**src/rtl/bram_arbiter_if.sv**
```systemverilog
// bram_arbiter_if -- signal bundle between the block RAM arbiter, its two
// clients (ports A and B) and the single-port RAM instance.
//
// Parameters
//   n : address width (RAM depth is 2**n words)
//   w : data width
//
// Signals
//   x_req/x_we/x_addr/x_wdata : client request, held until x_gnt (x = a, b)
//   x_gnt                     : one-cycle pulse, request accepted
//   x_rvalid/x_rdata          : one-cycle read-return strobe and data
//   mem_addr/mem_rw/mem_din   : registered RAM address, write enable, data in
//   mem_dout                  : RAM registered read data
//   busy                      : requests are not being accepted
//   state_dbg                 : current arbiter state (0 = IDLE, 1 = INIT)
//
// Modports
//   slave  : the arbiter's view
//   master : the environment's view (clients plus RAM)

interface bram_arbiter_if #(
    parameter int n = 13,
    parameter int w = 16
) ();

    logic         a_req;
    logic         a_we;
    logic [n-1:0] a_addr;
    logic [w-1:0] a_wdata;
    logic         a_gnt;
    logic         a_rvalid;
    logic [w-1:0] a_rdata;

    logic         b_req;
    logic         b_we;
    logic [n-1:0] b_addr;
    logic [w-1:0] b_wdata;
    logic         b_gnt;
    logic         b_rvalid;
    logic [w-1:0] b_rdata;

    logic [n-1:0] mem_addr;
    logic         mem_rw;
    logic [w-1:0] mem_din;
    logic [w-1:0] mem_dout;

    logic         busy;
    logic         state_dbg;

    modport slave (
        input  a_req, a_we, a_addr, a_wdata,
        output a_gnt, a_rvalid, a_rdata,
        input  b_req, b_we, b_addr, b_wdata,
        output b_gnt, b_rvalid, b_rdata,
        output mem_addr, mem_rw, mem_din,
        input  mem_dout,
        output busy, state_dbg
    );

    modport master (
        output a_req, a_we, a_addr, a_wdata,
        input  a_gnt, a_rvalid, a_rdata,
        output b_req, b_we, b_addr, b_wdata,
        input  b_gnt, b_rvalid, b_rdata,
        input  mem_addr, mem_rw, mem_din,
        output mem_dout,
        input  busy, state_dbg
    );

endinterface

```
**src/rtl/bram_arbiter.sv**
```systemverilog
// bram_arbiter -- two-requester round-robin arbiter and sequencer for a
// shared single-port block RAM with 1-cycle registered read data.
//
// Ports
//   clk   : system clock, rising edge
//   clear : synchronous active-high reset
//   bus   : bram_arbiter_if.slave -- client A/B request/grant/read-return
//           signals, RAM address/write-enable/data, busy and state_dbg
//
// Handshake
//   A client raises x_req with x_we/x_addr/x_wdata and holds them until it
//   sees x_gnt. x_gnt is a one-cycle pulse in the cycle after the request
//   was accepted; during that pulse the client is not sampled and may
//   change or drop its request. For a read, x_rvalid pulses one cycle after
//   x_gnt and x_rdata carries the RAM output for that cycle only. Writes
//   return nothing.
//
// Optional feature (macro BRAM_ARB_ZERO_INIT_EN)
//   When defined, every clear starts an INIT sweep that writes zero to all
//   2**n addresses, one per cycle, with busy high; arbitration resumes in
//   IDLE afterwards. When undefined, busy is tied low, the block resets
//   straight to IDLE and RAM contents are left untouched.

module bram_arbiter #(
    parameter int n = 13,
    parameter int w = 16
) (
    input logic           clk,
    input logic           clear,
    bram_arbiter_if.slave bus
);

    typedef enum logic {
        IDLE = 1'b0,
        INIT = 1'b1
    } state_t;

    // Owner encoding used by the round-robin pointer and the read pipeline.
    localparam logic PORT_A = 1'b0;
    localparam logic PORT_B = 1'b1;

    // ------------------------------------------------------------------
    // State
    // ------------------------------------------------------------------
    state_t       state_q, state_d;

    logic         a_gnt_q, a_gnt_d;
    logic         b_gnt_q, b_gnt_d;

    logic [n-1:0] mem_addr_q, mem_addr_d;
    logic         mem_rw_q, mem_rw_d;
    logic [w-1:0] mem_din_q, mem_din_d;

    logic         last_winner_q, last_winner_d;

    // Read-return pipeline: stage 1 is the RAM capture cycle (grant cycle),
    // stage 2 is the cycle the RAM output is valid.
    logic         rd1_valid_q, rd1_valid_d;
    logic         rd1_owner_q, rd1_owner_d;
    logic         rd2_valid_q;
    logic         rd2_owner_q;

`ifdef BRAM_ARB_ZERO_INIT_EN
    logic [n-1:0] init_addr_q, init_addr_d;
`endif

    logic         a_elig;
    logic         b_elig;
    logic         win_a;
    logic         win_b;

    // ------------------------------------------------------------------
    // Next-state and issue logic
    // ------------------------------------------------------------------
    always_comb begin
        state_d       = state_q;
        a_gnt_d       = 1'b0;
        b_gnt_d       = 1'b0;
        mem_addr_d    = mem_addr_q;
        mem_rw_d      = 1'b0;         // never leave a stale write enable up
        mem_din_d     = mem_din_q;
        last_winner_d = last_winner_q;
        rd1_valid_d   = 1'b0;
        rd1_owner_d   = rd1_owner_q;
`ifdef BRAM_ARB_ZERO_INIT_EN
        init_addr_d   = init_addr_q;
`endif

        // A requester is not re-sampled in its own grant cycle; this is what
        // makes a lone requester see a grant every second cycle.
        a_elig = bus.a_req && !a_gnt_q && (state_q == IDLE);
        b_elig = bus.b_req && !b_gnt_q && (state_q == IDLE);

        // On a tie the requester that did not win last time goes first.
        win_a  = a_elig && (!b_elig || (last_winner_q == PORT_B));
        win_b  = b_elig && !win_a;

        case (state_q)
            IDLE: begin
                if (win_a) begin
                    a_gnt_d       = 1'b1;
                    mem_addr_d    = bus.a_addr;
                    mem_rw_d      = bus.a_we;
                    mem_din_d     = bus.a_wdata;
                    last_winner_d = PORT_A;
                    rd1_valid_d   = !bus.a_we;
                    rd1_owner_d   = PORT_A;
                end else if (win_b) begin
                    b_gnt_d       = 1'b1;
                    mem_addr_d    = bus.b_addr;
                    mem_rw_d      = bus.b_we;
                    mem_din_d     = bus.b_wdata;
                    last_winner_d = PORT_B;
                    rd1_valid_d   = !bus.b_we;
                    rd1_owner_d   = PORT_B;
                end
            end

            INIT: begin
`ifdef BRAM_ARB_ZERO_INIT_EN
                // The sweep address is presented combinationally below, so
                // the last address is written in the cycle it is shown and
                // IDLE follows directly.
                init_addr_d = init_addr_q + n'(1);
                if (init_addr_q == {n{1'b1}}) begin
                    state_d = IDLE;
                end
`else
                state_d = IDLE;
`endif
            end
        endcase
    end

    // ------------------------------------------------------------------
    // Registers
    // ------------------------------------------------------------------
    always_ff @(posedge clk) begin
        if (clear) begin
`ifdef BRAM_ARB_ZERO_INIT_EN
            state_q     <= INIT;
            init_addr_q <= '0;
`else
            state_q     <= IDLE;
`endif
            a_gnt_q       <= 1'b0;
            b_gnt_q       <= 1'b0;
            mem_addr_q    <= '0;
            mem_rw_q      <= 1'b0;
            mem_din_q     <= '0;
            last_winner_q <= PORT_B;  // A wins the first tie
            rd1_valid_q   <= 1'b0;
            rd1_owner_q   <= PORT_A;
            rd2_valid_q   <= 1'b0;
            rd2_owner_q   <= PORT_A;
        end else begin
            state_q       <= state_d;
`ifdef BRAM_ARB_ZERO_INIT_EN
            init_addr_q   <= init_addr_d;
`endif
            a_gnt_q       <= a_gnt_d;
            b_gnt_q       <= b_gnt_d;
            mem_addr_q    <= mem_addr_d;
            mem_rw_q      <= mem_rw_d;
            mem_din_q     <= mem_din_d;
            last_winner_q <= last_winner_d;
            rd1_valid_q   <= rd1_valid_d;
            rd1_owner_q   <= rd1_owner_d;
            rd2_valid_q   <= rd1_valid_q;
            rd2_owner_q   <= rd1_owner_q;
        end
    end

    // ------------------------------------------------------------------
    // Outputs
    // ------------------------------------------------------------------
    assign bus.a_gnt     = a_gnt_q;
    assign bus.b_gnt     = b_gnt_q;

    assign bus.a_rvalid  = rd2_valid_q && (rd2_owner_q == PORT_A);
    assign bus.b_rvalid  = rd2_valid_q && (rd2_owner_q == PORT_B);

    // Read data is routed straight from the RAM; only meaningful with rvalid.
    assign bus.a_rdata   = bus.mem_dout;
    assign bus.b_rdata   = bus.mem_dout;

    assign bus.state_dbg = state_q;

`ifdef BRAM_ARB_ZERO_INIT_EN
    // During the sweep the RAM sees the sweep counter directly so that the
    // first address is written in the first cycle after clear.
    assign bus.mem_addr  = (state_q == INIT) ? init_addr_q : mem_addr_q;
    assign bus.mem_rw    = (state_q == INIT) ? 1'b1 : mem_rw_q;
    assign bus.mem_din   = (state_q == INIT) ? '0 : mem_din_q;
    assign bus.busy      = (state_q == INIT);
`else
    assign bus.mem_addr  = mem_addr_q;
    assign bus.mem_rw    = mem_rw_q;
    assign bus.mem_din   = mem_din_q;
    assign bus.busy      = 1'b0;
`endif

endmodule

```
**src/flat_wrapper.sv**
```systemverilog
// flat-port wrapper written by rule: the top's interface ports become plain ports
module bram_arbiter_flat 
#(
    parameter int n = 13,
    parameter int w = 16
)
  (clk, clear, bus_a_req, bus_a_we, bus_a_addr, bus_a_wdata, bus_a_gnt, bus_a_rvalid, bus_a_rdata, bus_b_req, bus_b_we, bus_b_addr, bus_b_wdata, bus_b_gnt, bus_b_rvalid, bus_b_rdata, bus_mem_addr, bus_mem_rw, bus_mem_din, bus_mem_dout, bus_busy, bus_state_dbg);
  bram_arbiter_if #(.n(n), .w(w)) bus_i ();
  input logic clk;
  input logic clear;
  input wire logic [$bits(bus_i.a_req)-1:0] bus_a_req;
  input wire logic [$bits(bus_i.a_we)-1:0] bus_a_we;
  input wire logic [$bits(bus_i.a_addr)-1:0] bus_a_addr;
  input wire logic [$bits(bus_i.a_wdata)-1:0] bus_a_wdata;
  output wire logic [$bits(bus_i.a_gnt)-1:0] bus_a_gnt;
  output wire logic [$bits(bus_i.a_rvalid)-1:0] bus_a_rvalid;
  output wire logic [$bits(bus_i.a_rdata)-1:0] bus_a_rdata;
  input wire logic [$bits(bus_i.b_req)-1:0] bus_b_req;
  input wire logic [$bits(bus_i.b_we)-1:0] bus_b_we;
  input wire logic [$bits(bus_i.b_addr)-1:0] bus_b_addr;
  input wire logic [$bits(bus_i.b_wdata)-1:0] bus_b_wdata;
  output wire logic [$bits(bus_i.b_gnt)-1:0] bus_b_gnt;
  output wire logic [$bits(bus_i.b_rvalid)-1:0] bus_b_rvalid;
  output wire logic [$bits(bus_i.b_rdata)-1:0] bus_b_rdata;
  output wire logic [$bits(bus_i.mem_addr)-1:0] bus_mem_addr;
  output wire logic [$bits(bus_i.mem_rw)-1:0] bus_mem_rw;
  output wire logic [$bits(bus_i.mem_din)-1:0] bus_mem_din;
  input wire logic [$bits(bus_i.mem_dout)-1:0] bus_mem_dout;
  output wire logic [$bits(bus_i.busy)-1:0] bus_busy;
  output wire logic [$bits(bus_i.state_dbg)-1:0] bus_state_dbg;
  assign bus_i.a_req = bus_a_req;
  assign bus_i.a_we = bus_a_we;
  assign bus_i.a_addr = bus_a_addr;
  assign bus_i.a_wdata = bus_a_wdata;
  assign bus_a_gnt = bus_i.a_gnt;
  assign bus_a_rvalid = bus_i.a_rvalid;
  assign bus_a_rdata = bus_i.a_rdata;
  assign bus_i.b_req = bus_b_req;
  assign bus_i.b_we = bus_b_we;
  assign bus_i.b_addr = bus_b_addr;
  assign bus_i.b_wdata = bus_b_wdata;
  assign bus_b_gnt = bus_i.b_gnt;
  assign bus_b_rvalid = bus_i.b_rvalid;
  assign bus_b_rdata = bus_i.b_rdata;
  assign bus_mem_addr = bus_i.mem_addr;
  assign bus_mem_rw = bus_i.mem_rw;
  assign bus_mem_din = bus_i.mem_din;
  assign bus_i.mem_dout = bus_mem_dout;
  assign bus_busy = bus_i.busy;
  assign bus_state_dbg = bus_i.state_dbg;
  bram_arbiter #(.n(n), .w(w)) u_core (.clk(clk), .clear(clear), .bus(bus_i));
endmodule
```
**config.mk**
```make
export PLATFORM = sky130hd
export DESIGN_NAME = bram_arbiter_flat
export DESIGN_NICKNAME = d
export VERILOG_FILES = /design/src/rtl/bram_arbiter_if.sv /design/src/rtl/bram_arbiter.sv /design/src/flat_wrapper.sv
export SDC_FILE = /design/constraint.sdc
export NUM_CORES = 1
export LEC_CHECK = 0
export CORE_MARGIN = 5
export CORE_UTILIZATION = 33
export DETAILED_ROUTE_END_ITERATION = 10
export PLACE_DENSITY_LB_ADDON = 0.2
export SLEW_MARGIN = 0
export SYNTH_ARGS = -nofsm -noshare
export SYNTH_HDL_FRONTEND = slang
export SYNTH_SLANG_ARGS = --single-unit
```
**constraint.sdc**
```tcl
create_clock -name clk -period 1.5 [get_ports clk]
set_clock_uncertainty 0.15 [all_clocks]
set_input_delay 0.15 -clock clk [delete_from_list [all_inputs] [get_ports clk]]
set_output_delay 0.15 -clock clk [all_outputs]
set_load 0.01 [all_outputs]
```
# [Word-level counts from Yosys, hierarchy flattened]
# Cells that the tools add are included.
[word_totals] reg_bits=37 wordCells=38 output_inout_bits=68 input_bits=80
[classes] reduce_logical=15 mux=12 bitwise=1
[ops] operator="two-way mux 16 bit" count=2
[ops] operator="two-way mux 13 bit" count=2
[ops] operator="two-way mux 1 bit" count=8
[ops] operator="logical AND 1 bit" count=6
[ops] operator="logical NOT 1 bit" count=6
[ops] operator="nonzero test 2 bit" count=1
[ops] operator="OR reduction 2 bit" count=1
[ops] operator="logical OR 1 bit" count=1
[ops] operator="NOT 1 bit" count=1

# [Longest topological paths before layout]
[depth] depth_word=9 mapped_depth=5 mapped_depth_nobuf=3

# [Worst setup path before layout]
# Ideal clock, no wire load.
[synth_path] path_kind="register to register" startpoint="reg u_core.b_gnt_q (netlist: u_core.bus.b_gnt)" endpoint="reg u_core.mem_din_q[5] (netlist: u_core.bus.mem_din[5])" path_stages_with_launch=5 n_path_buf=1 arrival_time_ns=1.199 synth_period_minus_slack_ns=1.437 setup_ns=0.088 t_required_ns=1.262 setup_slack_ns=0.063 cell_sequence="dfxtp_1 > nand2b_1 > clkbuf_1 > a211oi_1 > nor4_2"
[synth_via] elab_chain_cells=8 elab_cells_between_ends=9 cone_classes="1 x mux; 8 x reduce/logical"
[synth_lines] element="start: declaration" line="bram_arbiter.sv:48" source="logic b_gnt_q, b_gnt_d;"
[synth_lines] element="start signal: assignment" line="bram_arbiter.sv:162" source="b_gnt_q <= b_gnt_d;"
[synth_lines] element="logical NOT 1 bit *" line="bram_arbiter.sv:92" source="b_elig = bus.b_req && !b_gnt_q && (state_q == IDLE);"
[synth_lines] element="logical AND 1 bit *" line="bram_arbiter.sv:92"
[synth_lines] element="logical NOT 1 bit" line="bram_arbiter.sv:95" source="win_a = a_elig && (!b_elig || (last_winner_q == PORT_B));"
[synth_lines] element="logical OR 1 bit" line="bram_arbiter.sv:95"
[synth_lines] element="logical AND 1 bit" line="bram_arbiter.sv:95"
[synth_lines] element="logical NOT 1 bit" line="bram_arbiter.sv:96" source="win_b = b_elig && !win_a;"
[synth_lines] element="logical AND 1 bit" line="bram_arbiter.sv:96"
[synth_lines] element="nonzero test 2 bit (no source line)"
[synth_lines] element="end signal: assignment" line="bram_arbiter.sv:165" source="mem_din_q <= mem_din_d;"
[synth_lines] element="end: declaration" line="bram_arbiter.sv:52" source="logic [w-1:0] mem_din_q, mem_din_d;"
# Every way passes the cells marked *; elsewhere a longest branch is shown, timed or not.
# A chain may end at the register's enable or synchronous reset.

# [Final worst setup path]
[layout_path] startpoint="reg u_core.mem_addr_q[1] (netlist: u_core.bus.mem_addr[1])" endpoint="out bus_mem_addr[1]"
[layout_lines] element="start: declaration" line="bram_arbiter.sv:50" source="logic [n-1:0] mem_addr_q, mem_addr_d;"
[layout_lines] element="start signal: assignment" line="bram_arbiter.sv:163" source="mem_addr_q <= mem_addr_d;"
[layout_lines] element="end: declaration" line="flat_wrapper.sv:25" source="output wire logic [$bits(bus_i.mem_addr)-1:0] bus_mem_addr;"
# No word-level cell between the ends.

==> results by group <==
Status
  – Status: complete, no violations

Power and ir drop
  – Leakage power: 1.380 nW
  – VDD IR max: 0.0003645 V
  – Power density over cell area: 825.6 mW/mm^2

Yosys
  – Seq/Total Area, Yosys: 0.3274
  – Cell taking the most area after synthesis: dfxtp_1
  – Cells after synthesis: 237
  – Mapped Avg Cell Area: 9.545 sq um
  – Warnings from Yosys: 0
  – Cell area after synthesis: 0.002262 sq mm
  – Top post-synthesis cells by area: dfxtp_1 33%, nor4_2 14%, buf_4 12%, a211oi_1 9.6%, nor3_1 9.1%
  – Netlist cell types: 23
  – Post-synthesis register bit count: 37
  – Post-synth top area share: 0.3274

STA
  – Fmax: 682.0 MHz
  – Fin. Hold Viols: 0
  – Setup TNS: 0 ps
  – Final worst slack: 33.63 ps
  – Final setup violation count: 0
  – RSZ-0062 raised after global routing: true
  – Minimum clock period after layout: 1466 ps
  – Period utilization: 0.9776
  – Slew Limit Fails: 0
  – Fin Hold WS: 150.0 ps

Final layout
  – Commonest non-fill, non-tap cells in the layout: 66 x clkdlybuf4s50_1, 41 x nor3_1, 35 x dfxtp_1
  – Ant diodes: 0
  – Share of post-route cells with drive strength above 1: 0.2609
  – Commonest non-fill, non-tap cell in the layout: clkdlybuf4s50_1
  – Nets: 378
  – P&R area growth vs syn: 43.42%
  – Fillers: 662

Critical path
  – RR Endpoint: u_core.bus.mem_din[15]
  – Crit path buf inv count: 1
  – Critical path fanouts, max: 2
  – CP peak stage delay: 540 ps
  – R2R Setup Slk: 110 ps
  – Critical path data required time: 1200 ps
  – Worst Setup SP: u_core.bus.mem_addr[1]
  – Stages on the worst setup path: 1
  – CP Launch Type: flip-flop
  – Setup crit end kind: primary output
  – RR Startpoint: u_core.bus.a_gnt
  – Worst-path cell chain: clkdlybuf4s50_1
  – Worst path arrival time: 1170 ps
  – Critical Path End: bus_mem_addr[1]
  – Worst path slowest cell: clkdlybuf4s50_1
  – Critical path type: flip-flop to primary output
  – Delay-heaviest family, CP: buffers and inverters
  – R2R depth: 4

Floorplanning
  – Starting Density: 0.3367
  – Core area: 0.006719 sq mm
  – Die Ht: 92.80 um
  – Die width: 92.80 um
  – IO Count: 148
  – Total die area: 0.008611 sq mm
  – Site row count: 30

CTS
  – Num CTS Buffers: 5
  – Clock Latency Late Sink: 290 ps
  – CTS Root Cell: clkbuf_8
  – Sink Count: 37
  – Largest buffer count on any clock path: 2
  – H-tree depth: 2
  – CTS tree: built
  – Hold Buf Count CTS: 0
  – Clk slew on worst S/H paths: 80 ps

Route
  – Final wirelength: 6411 um
  – Via-per-instance ratio: 5.203
  – Post-DRT Antenna Nets: 0
  – TritonRoute pass-1 iters: 4
  – Vias post-DR: 1972
  – DRC errors left: 0
  – Initial DRC count: 71
  – Routed WL per cell: 16.92 um

GRT
  – First-pass GRT wire length: 10180 um
  – GRT Total Usage: 0.1465
  – Total grt overflow: 0
  – Largest net degree at the start of global routing: 38
  – Number of global-route vias before repair: 1988
  – Initial antenna violation count: 0

Hold path
  – Hold WC Path Type: input port to primary output

Placement
  – Pre-CTS setup slack: -253.2 ps
  – HPWL Detailed: 4523 um
  – I/O Buffers: 97
  – Routability cong.: 0.7089

Run
  – MaxCap Viol Count: 0
Yosys cell counts, drive strengths merged:
cell / count
nand2b: 2
a211o: 2
o211ai: 1
conb: 1
dfxtp: 37
nor3: 61
a211oi: 29
buf: 48
nor3b: 1
and2: 1
dlygate4sd1: 2
nor2b: 5
clkbuf: 12
nand3b: 1
nor4: 29
or3: 1
nor2: 2
a21oi: 2
routing by layer:
layer / share of wire / global-route usage
met1: 0.45 / 0.1874
met2: 0.46 / 0.2424
met3: 0.090 / 0.04712
met4: 0.0064 / 0.02808
met5: 0 / 0
worst min-delay path by stage:
stage	start	endpoint	cells after the start
final	bus_mem_dout[13]	bus_b_rdata[13]	0
after detailed placement	bus_mem_dout[3]	bus_a_rdata[3]	0
after floorplan	bus_a_we	u_core.bus.mem_rw	2
after global placement	bus_mem_dout[3]	bus_a_rdata[3]	0
after CTS	bus_mem_dout[3]	bus_a_rdata[3]	0
after global routing	bus_mem_dout[0]	bus_a_rdata[0]	0
final cells by class:
class	count	area, sq um	area share
repair buffers	115	1204	0.3710
multi-input cells	139	1106	0.3409
flip-flops and latches	37	743.2	0.2291
well taps	80	100.1	0.03085
clock buffers	5	68.82	0.02121
clock inverters	3	22.52	0.006942
state kept, by name (all words and copies together), names as in the netlist:
signal / cells
u_core.bus.mem_din: 16
u_core.bus.mem_addr: 13
u_core.bus.a_gnt: 1
u_core.bus.b_gnt: 1
u_core.bus.mem_rw: 1
u_core.last_winner_q: 1
u_core.rd1_owner_q: 1
u_core.rd1_valid_q: 1
u_core.rd2_owner_q: 1
u_core.rd2_valid_q: 1
cell families after synthesis:
group                  Yosys count  share of synthesized area
buffers and inverters           62                     0.1908
DFF                             37                     0.3274
other                            1                   0.001658
AOI/OAI and AO/OA               34                     0.1117
and+or+nand+nor                103                     0.3684
through the flow:
step	cell area, sq um	utilization	total power, mW	cells
5_1_grt	3244	0.4829	2.823	379
2_1_floorplan	2266	-	1.659	238
3_5_place_dp	3098	0.4611	2.021	371
6_report	3244	0.4829	2.678	379
3_3_place_gp	3098	0.4611	2.013	371
4_1_cts	3182	0.4736	2.738	379
report_power, final:
part | switching [mW] | internal, mW | leakage, nW | total, mW
Combinational | 0.381 | 0.457 | 1.02 | 0.838
Clock | 0.384 | 0.330 | 0.0481 | 0.714
Sequential | 0.0500 | 1.08 | 0.309 | 1.13
Total | 0.815 | 1.86 | 1.38 | 2.68
timing repair:
item | in CTS | in global routing
resized for setup | 10 | 24
pin swaps | 0 | 1
setup endpoints to repair | 12 | 28
cloned | 0 | 0
buffers inserted | 0 | 0
Note: power is estimated with default switching activity, not from simulation.
